File: src/rtl/float_to_fixed_stream.sv
// float32 -> signed fixed-point quantizer, 3-stage pipeline with
// round-half-to-even, saturation and a delay-aligned saturation counter.
module float_to_fixed_stream #(
  parameter int DATA_W  = 32,
  parameter int OUT_W   = 32,
  parameter int FRAC_W  = 6,
  parameter int DELAY_W = 7,
  parameter int CNT_W   = 16
) (
  input  logic               clk,
  input  logic               rst_n,
  input  logic               run,
  input  logic               running,
  input  logic [DATA_W-1:0]  in0,
  input  logic [FRAC_W-1:0]  fracBits,
  input  logic [DELAY_W-1:0] delay0,
  output logic [OUT_W-1:0]   out0,
  output logic [CNT_W-1:0]   satCount
);

  localparam int MW = OUT_W + 1;
  localparam int SW = 10;

  localparam logic [OUT_W-1:0] MAX_POS =
    {1'b0, {(OUT_W-1){1'b1}}};
  localparam logic [OUT_W-1:0] MIN_NEG =
    {1'b1, {(OUT_W-1){1'b0}}};
  localparam logic [MW-1:0] LIM_P = MW'(MAX_POS);
  localparam logic [MW-1:0] LIM_N = MW'(MIN_NEG);

  typedef enum logic [1:0] {
    CL_ZERO = 2'd0,
    CL_NORM = 2'd1,
    CL_INF  = 2'd2,
    CL_NAN  = 2'd3
  } cls_e;

  typedef struct packed {
    logic                 vld;
    logic                 sgn;
    cls_e                 cls;
    logic [23:0]          sig;
    logic signed [SW-1:0] sh;
  } s1_t;

  typedef struct packed {
    logic          vld;
    logic          sgn;
    cls_e          cls;
    logic [MW-1:0] mag;
    logic          ovf;
  } s2_t;

  logic [DELAY_W-1:0] dly_q, dly_d;
  logic               valid0;
  s1_t                s1_q, s1_d;
  s2_t                s2_q, s2_d;
  logic [OUT_W-1:0]   out_q, out_d;
  logic               sat3;
  logic [CNT_W-1:0]   cnt_q, cnt_d;

  assign out0     = out_q;
  assign satCount = cnt_q;

  // samples only count once the start delay has fully elapsed
  always_comb begin
    dly_d = dly_q;
    if (run) begin
      dly_d = delay0;
    end else if (running && dly_q != '0) begin
      dly_d = dly_q - 1'b1;
    end
  end

  assign valid0 = (dly_q == '0) && !run;

  logic [7:0]  f_exp;
  logic [22:0] f_man;

  always_comb begin
    f_exp     = in0[30:23];
    f_man     = in0[22:0];
    s1_d      = '0;
    s1_d.vld  = valid0;
    s1_d.sgn  = in0[31];
    s1_d.cls  = CL_NORM;
    s1_d.sig  = {1'b1, f_man};
    s1_d.sh   = SW'(f_exp) - SW'(150)
              + SW'(fracBits);
    if (f_exp == 8'd0) begin
      s1_d.cls = CL_ZERO;
      s1_d.sig = '0;
    end else if (f_exp == 8'hFF) begin
      s1_d.cls = (f_man == '0) ? CL_INF : CL_NAN;
    end
  end

  logic [63:0] wide;
  logic [63:0] rnd;
  logic [25:0] sig_x;
  logic [25:0] trunc;
  logic [25:0] mask;
  logic [4:0]  nsh;
  logic        guard;
  logic        sticky;

  always_comb begin
    s2_d     = '0;
    s2_d.vld = s1_q.vld;
    s2_d.sgn = s1_q.sgn;
    s2_d.cls = s1_q.cls;
    wide     = '0;
    rnd      = '0;
    sig_x    = 26'(s1_q.sig);
    trunc    = '0;
    mask     = '0;
    nsh      = '0;
    guard    = 1'b0;
    sticky   = 1'b0;
    if (!s1_q.sh[SW-1]) begin
      if (s1_q.sh > $signed(SW'(OUT_W))) begin
        s2_d.ovf = 1'b1;
      end else begin
        wide     = 64'(s1_q.sig) << s1_q.sh[5:0];
        s2_d.ovf = |wide[63:OUT_W];
        s2_d.mag = wide[MW-1:0];
      end
    end else if (s1_q.sh >= -10'sd25) begin
      // shifted-out bits drive half-to-even rounding
      nsh      = 5'(-s1_q.sh);
      trunc    = sig_x >> nsh;
      guard    = sig_x[nsh - 5'd1];
      mask     = (26'd1 << (nsh - 5'd1)) - 26'd1;
      sticky   = |(sig_x & mask);
      rnd      = 64'(trunc)
               + 64'(guard & (sticky | trunc[0]));
      s2_d.ovf = |rnd[63:OUT_W];
      s2_d.mag = rnd[MW-1:0];
    end
  end

  always_comb begin
    out_d = '0;
    sat3  = 1'b0;
    unique case (1'b1)
      (s2_q.cls == CL_ZERO): begin
        out_d = '0;
      end
      (s2_q.cls == CL_NAN): begin
        out_d = '0;
        sat3  = 1'b1;
      end
      (s2_q.cls == CL_INF): begin
        out_d = s2_q.sgn ? MIN_NEG : MAX_POS;
        sat3  = 1'b1;
      end
      (s2_q.cls == CL_NORM): begin
        if (s2_q.ovf
            || (s2_q.sgn ? (s2_q.mag > LIM_N)
                         : (s2_q.mag > LIM_P))) begin
          out_d = s2_q.sgn ? MIN_NEG : MAX_POS;
          sat3  = 1'b1;
        end else if (s2_q.sgn) begin
          out_d = OUT_W'(-s2_q.mag);
        end else begin
          out_d = OUT_W'(s2_q.mag);
        end
      end
    endcase
  end

  always_comb begin
    cnt_d = cnt_q;
    if (run) begin
      cnt_d = '0;
    end else if (running && s2_q.vld && sat3
                 && cnt_q != '1) begin
      cnt_d = cnt_q + 1'b1;
    end
  end

  always_ff @(posedge clk or negedge rst_n) begin
    if (!rst_n) begin
      dly_q <= '0;
      s1_q  <= '0;
      s2_q  <= '0;
      out_q <= '0;
      cnt_q <= '0;
    end else begin
      dly_q <= dly_d;
      cnt_q <= cnt_d;
      if (running) begin
        s1_q  <= s1_d;
        s2_q  <= s2_d;
        out_q <= out_d;
      end
    end
  end

endmodule

File: config.mk
export PLATFORM = sky130hd
export DESIGN_NAME = float_to_fixed_stream
export DESIGN_NICKNAME = d
export VERILOG_FILES = /design/src/rtl/float_to_fixed_stream.sv
export SDC_FILE = /design/constraint.sdc
export NUM_CORES = 1
export LEC_CHECK = 0
export ABC_AREA = 1
export CAP_MARGIN = 15
export CORE_MARGIN = 2
export CORE_UTILIZATION = 54
export DETAILED_ROUTE_END_ITERATION = 16
export GPL_TIMING_DRIVEN = 0
export PLACE_DENSITY = 0.86
export SYNTH_ARGS = -nofsm -noshare
export SYNTH_HDL_FRONTEND = slang
export SYNTH_SLANG_ARGS = --single-unit
File: constraint.sdc
create_clock -name clk -period 10.48 [get_ports clk]
set_input_delay 1.572 -clock clk [delete_from_list [all_inputs] [get_ports clk]]
set_output_delay 1.572 -clock clk [all_outputs]
set_load 0.1 [all_outputs]
==> impl_results.md <==
- CTS resizes: 0
- Starting Density: 55.22%
- I/O Pins: 97
- Post-synth top cells: 468 x nand2_1, 210 x nor2_1, 167 x inv_1
- Most frequently used flop master after synthesis: dfrtp_1
- Yosys reg bits: 131
- Outcome: finished, final reports clean
- Crit end category: flip-flop
- Die X: 153.6 µm
- H-tree Lvls: 4
- PortBufs: 95
- GR Util All Layers: 37.06%
- Worst skew pair latency: 430 ps
- Ant diodes: 0
- Die Ht: 153.6 µm
- First-pass GRT wire length: 70,100 µm
- Nets: 2,097
- Antenna Nets Post-Route: 0
- Initial antenna violation count: 0
- Fin Hold WS: 476.4 ps
- VDD IR-drop max: 0.00009936 V
- Vias: 14,004
- Maximum clock path buffer count: 2
- Fin crit share: 47.36%
- Post-synth EDFFs: 0
- Final Wtd Congestion: 1.021
- CP arrival: 5270 ps
- # clock sinks: 131
- WL/cell: 19.05 µm
- Post-Syn Area: 0.01209 mm²
- Hold Buf Count CTS: 0
- Critical path buffers and inverters: 5
- Synth cell types: 59
- Setup_tns: 0 ps
- Synth top area share: 27.12%
- Grt ovf: 0
- Starting DRT DRC Count: 1,661
- CTS buffer count: 17
- Pleak: 6.574 nW
- Top cells by area, synth: dfrtp_1 27%, nand2_1 15%, nor2_1 6.5%
- Area of the core: 0.02189 mm²
- Slew margin rel.: 33.61%
- Clock Skews: 12.14 ps
- Routed vias/inst: 6.047
- CTS tree: built
- Worst path required time: 10,790 ps
- Die Area: 0.02360 mm²
- Iteration count of the initial detailed-routing pass: 6
- CP most frequent cell: nand2_1
- Count leader, synth: nand2_1
- Kind of cell adding the most delay to the critical path: simple AND/OR/NAND/NOR gates
- Final Critical Period: 4963 ps
- Setup CP Type: reg -> reg
- HPWL Detailed: 34,600 µm
- Syn Area/Cell: 6.335 µm²
- DRC Markers: 0
- Mapped Cells: 1,908
- HP Class: reg -> reg
- Count of final hold-check violations: 0
- P&R area growth vs syn: 16.20%
- CTS root buf: clkbuf_16
- # rows: 54
- Clk slew on worst S/H paths: 60 ps
- Yosys Warn Count: 0
- Largest stage delay, worst path: 590 ps
- Register area share after synthesis: 27.12%
- RSZ-0062 raised after global routing: false
- PD cells: 183.1 mW/mm²
- CP max-delay cell: buf_1
- Pin slew with the least headroom to its limit: 992.8 ps
- Total power: 2.572 mW
- Layout cells sized above 1: 7.269%
- Largest net degree at the start of global routing: 98
- Leading area contributor after synthesis: dfrtp_1
- Final Setup Violations: 0
- Number of global-route vias before repair: 13,213
- Worst Setup Start Kind: flip-flop
- F_max: 201.5 MHz
- Async S/R FF share, synth: 100.0%
- Max Cap Viol: 0
- Critical path fanouts, max: 12
- Syn Nets: 1,982
- Slew Viols, Final: 0
- Routed WL: 44,110 µm
- Post-CTS Setup Inserts: 0
-- cells by family (layout without fill, tap and decap cells) --
group | Yosys count | count (layout) | share of synthesized area (%)
AO/OA/AOI/OAI | 440 | 440 | 20.90
XOR/XNOR | 46 | 46 | 3.333
adder cells (fa/ha/maj) | 25 | 25 | 2.650
buffers and inverters | 283 | 411 | 9.792
flip-flops | 131 | 131 | 27.12
multiplexers | 13 | 13 | 1.076
AND/OR/NAND/NOR | 970 | 970 | 35.13
-- layout make-up --
type | count | area, µm²
Fill cell | 2054 | 7845
Multi-Input combinational cell | 1494 | 7626
Sequential cell | 131 | 3278
Timing Repair Buffer | 96 | 979.7
Inverter | 187 | 706.9
Buffer | 96 | 476.7
Clock buffer | 18 | 439.2
Tap cell | 280 | 350.3
Clock inverter | 14 | 188.9
-- report_power, final --
part / switching [mW] / internal, mW
logic: 0.934 / 0.383
registers: 0.0564 / 0.555
clock network: 0.255 / 0.389
-- through the flow --
stage	worst slack, ps	cells	instance area [µm²]	util (%)
after floorplan	6818	1908	12090	-
after global routing	5232	2316	14050	64.16
after global placement	2789	2283	13390	61.16
final	5517	2316	14050	64.16
after CTS	5685	2316	14050	64.16
after detailed placement	5708	2284	13420	61.29
-- worst register-to-register path: stages, from the launching register on --
cell,delay (ps)
dfrtp_1,490
inv_1,160
buf_2,230
buf_1,590
ha_1,460
nand3_1,180
nand2_2,230
inv_2,150
nand2_2,110
nand2_4,110
buf_6,170
nand2_1,120
ha_1,220
nand2_1,100
nor2_2,230
nand2_1,160
nor2_2,210
nand3_1,100
nand3_1,90
nand2_1,50
nor2_1,90
nand2_1,110
o21ai_1,270
nand2_1,110
nand2_1,70
a21oi_1,50
-- state kept, by name (all words and copies together), names as in the netlist --
register	flops
dly_q	7
satCount	16
s2_q	38
s1_q	38
out0	32
-- path summary, 6_finish.rpt --
check                        start        to  slack (ps)  depth (start not counted)
setup / recovery           s1_q[1]   s2_q[1]        5520                         25
hold reg to reg            out0[8]   out0[8]         480                          1
max in group asynchronous    rst_n  s1_q[33]        8650                          2
setup reg to reg           s1_q[1]   s2_q[1]        5520                         25
hold / removal             out0[8]   out0[8]         480                          1
min in group asynchronous    rst_n  out0[12]        1030                          1
-- cell usage in the layout (no fill, tap or decap), types with 28 or more instances in the layout --
cell type	n
nand2_1	468
nand4_1	29
o21ai_1	109
nor3_1	28
xor2_1	35
clkdlybuf4s50_1	94
a21oi_1	83
clkbuf_1	54
dfrtp_1	131
nand3_1	147
o21ai_0	126
nor2_1	210
inv_1	167
-- per-layer routing --
layer / global-route usage [%] / wire, µm / up-vias
met5: 0 / 0 / -
met4: 13.89 / 1650 / 0
met3: 6.652 / 4376 / 134
met2: 57.54 / 19200 / 794
met1: 51.74 / 18880 / 6464
li1: - / - / 6612
(Power assumes the default switching activity.)
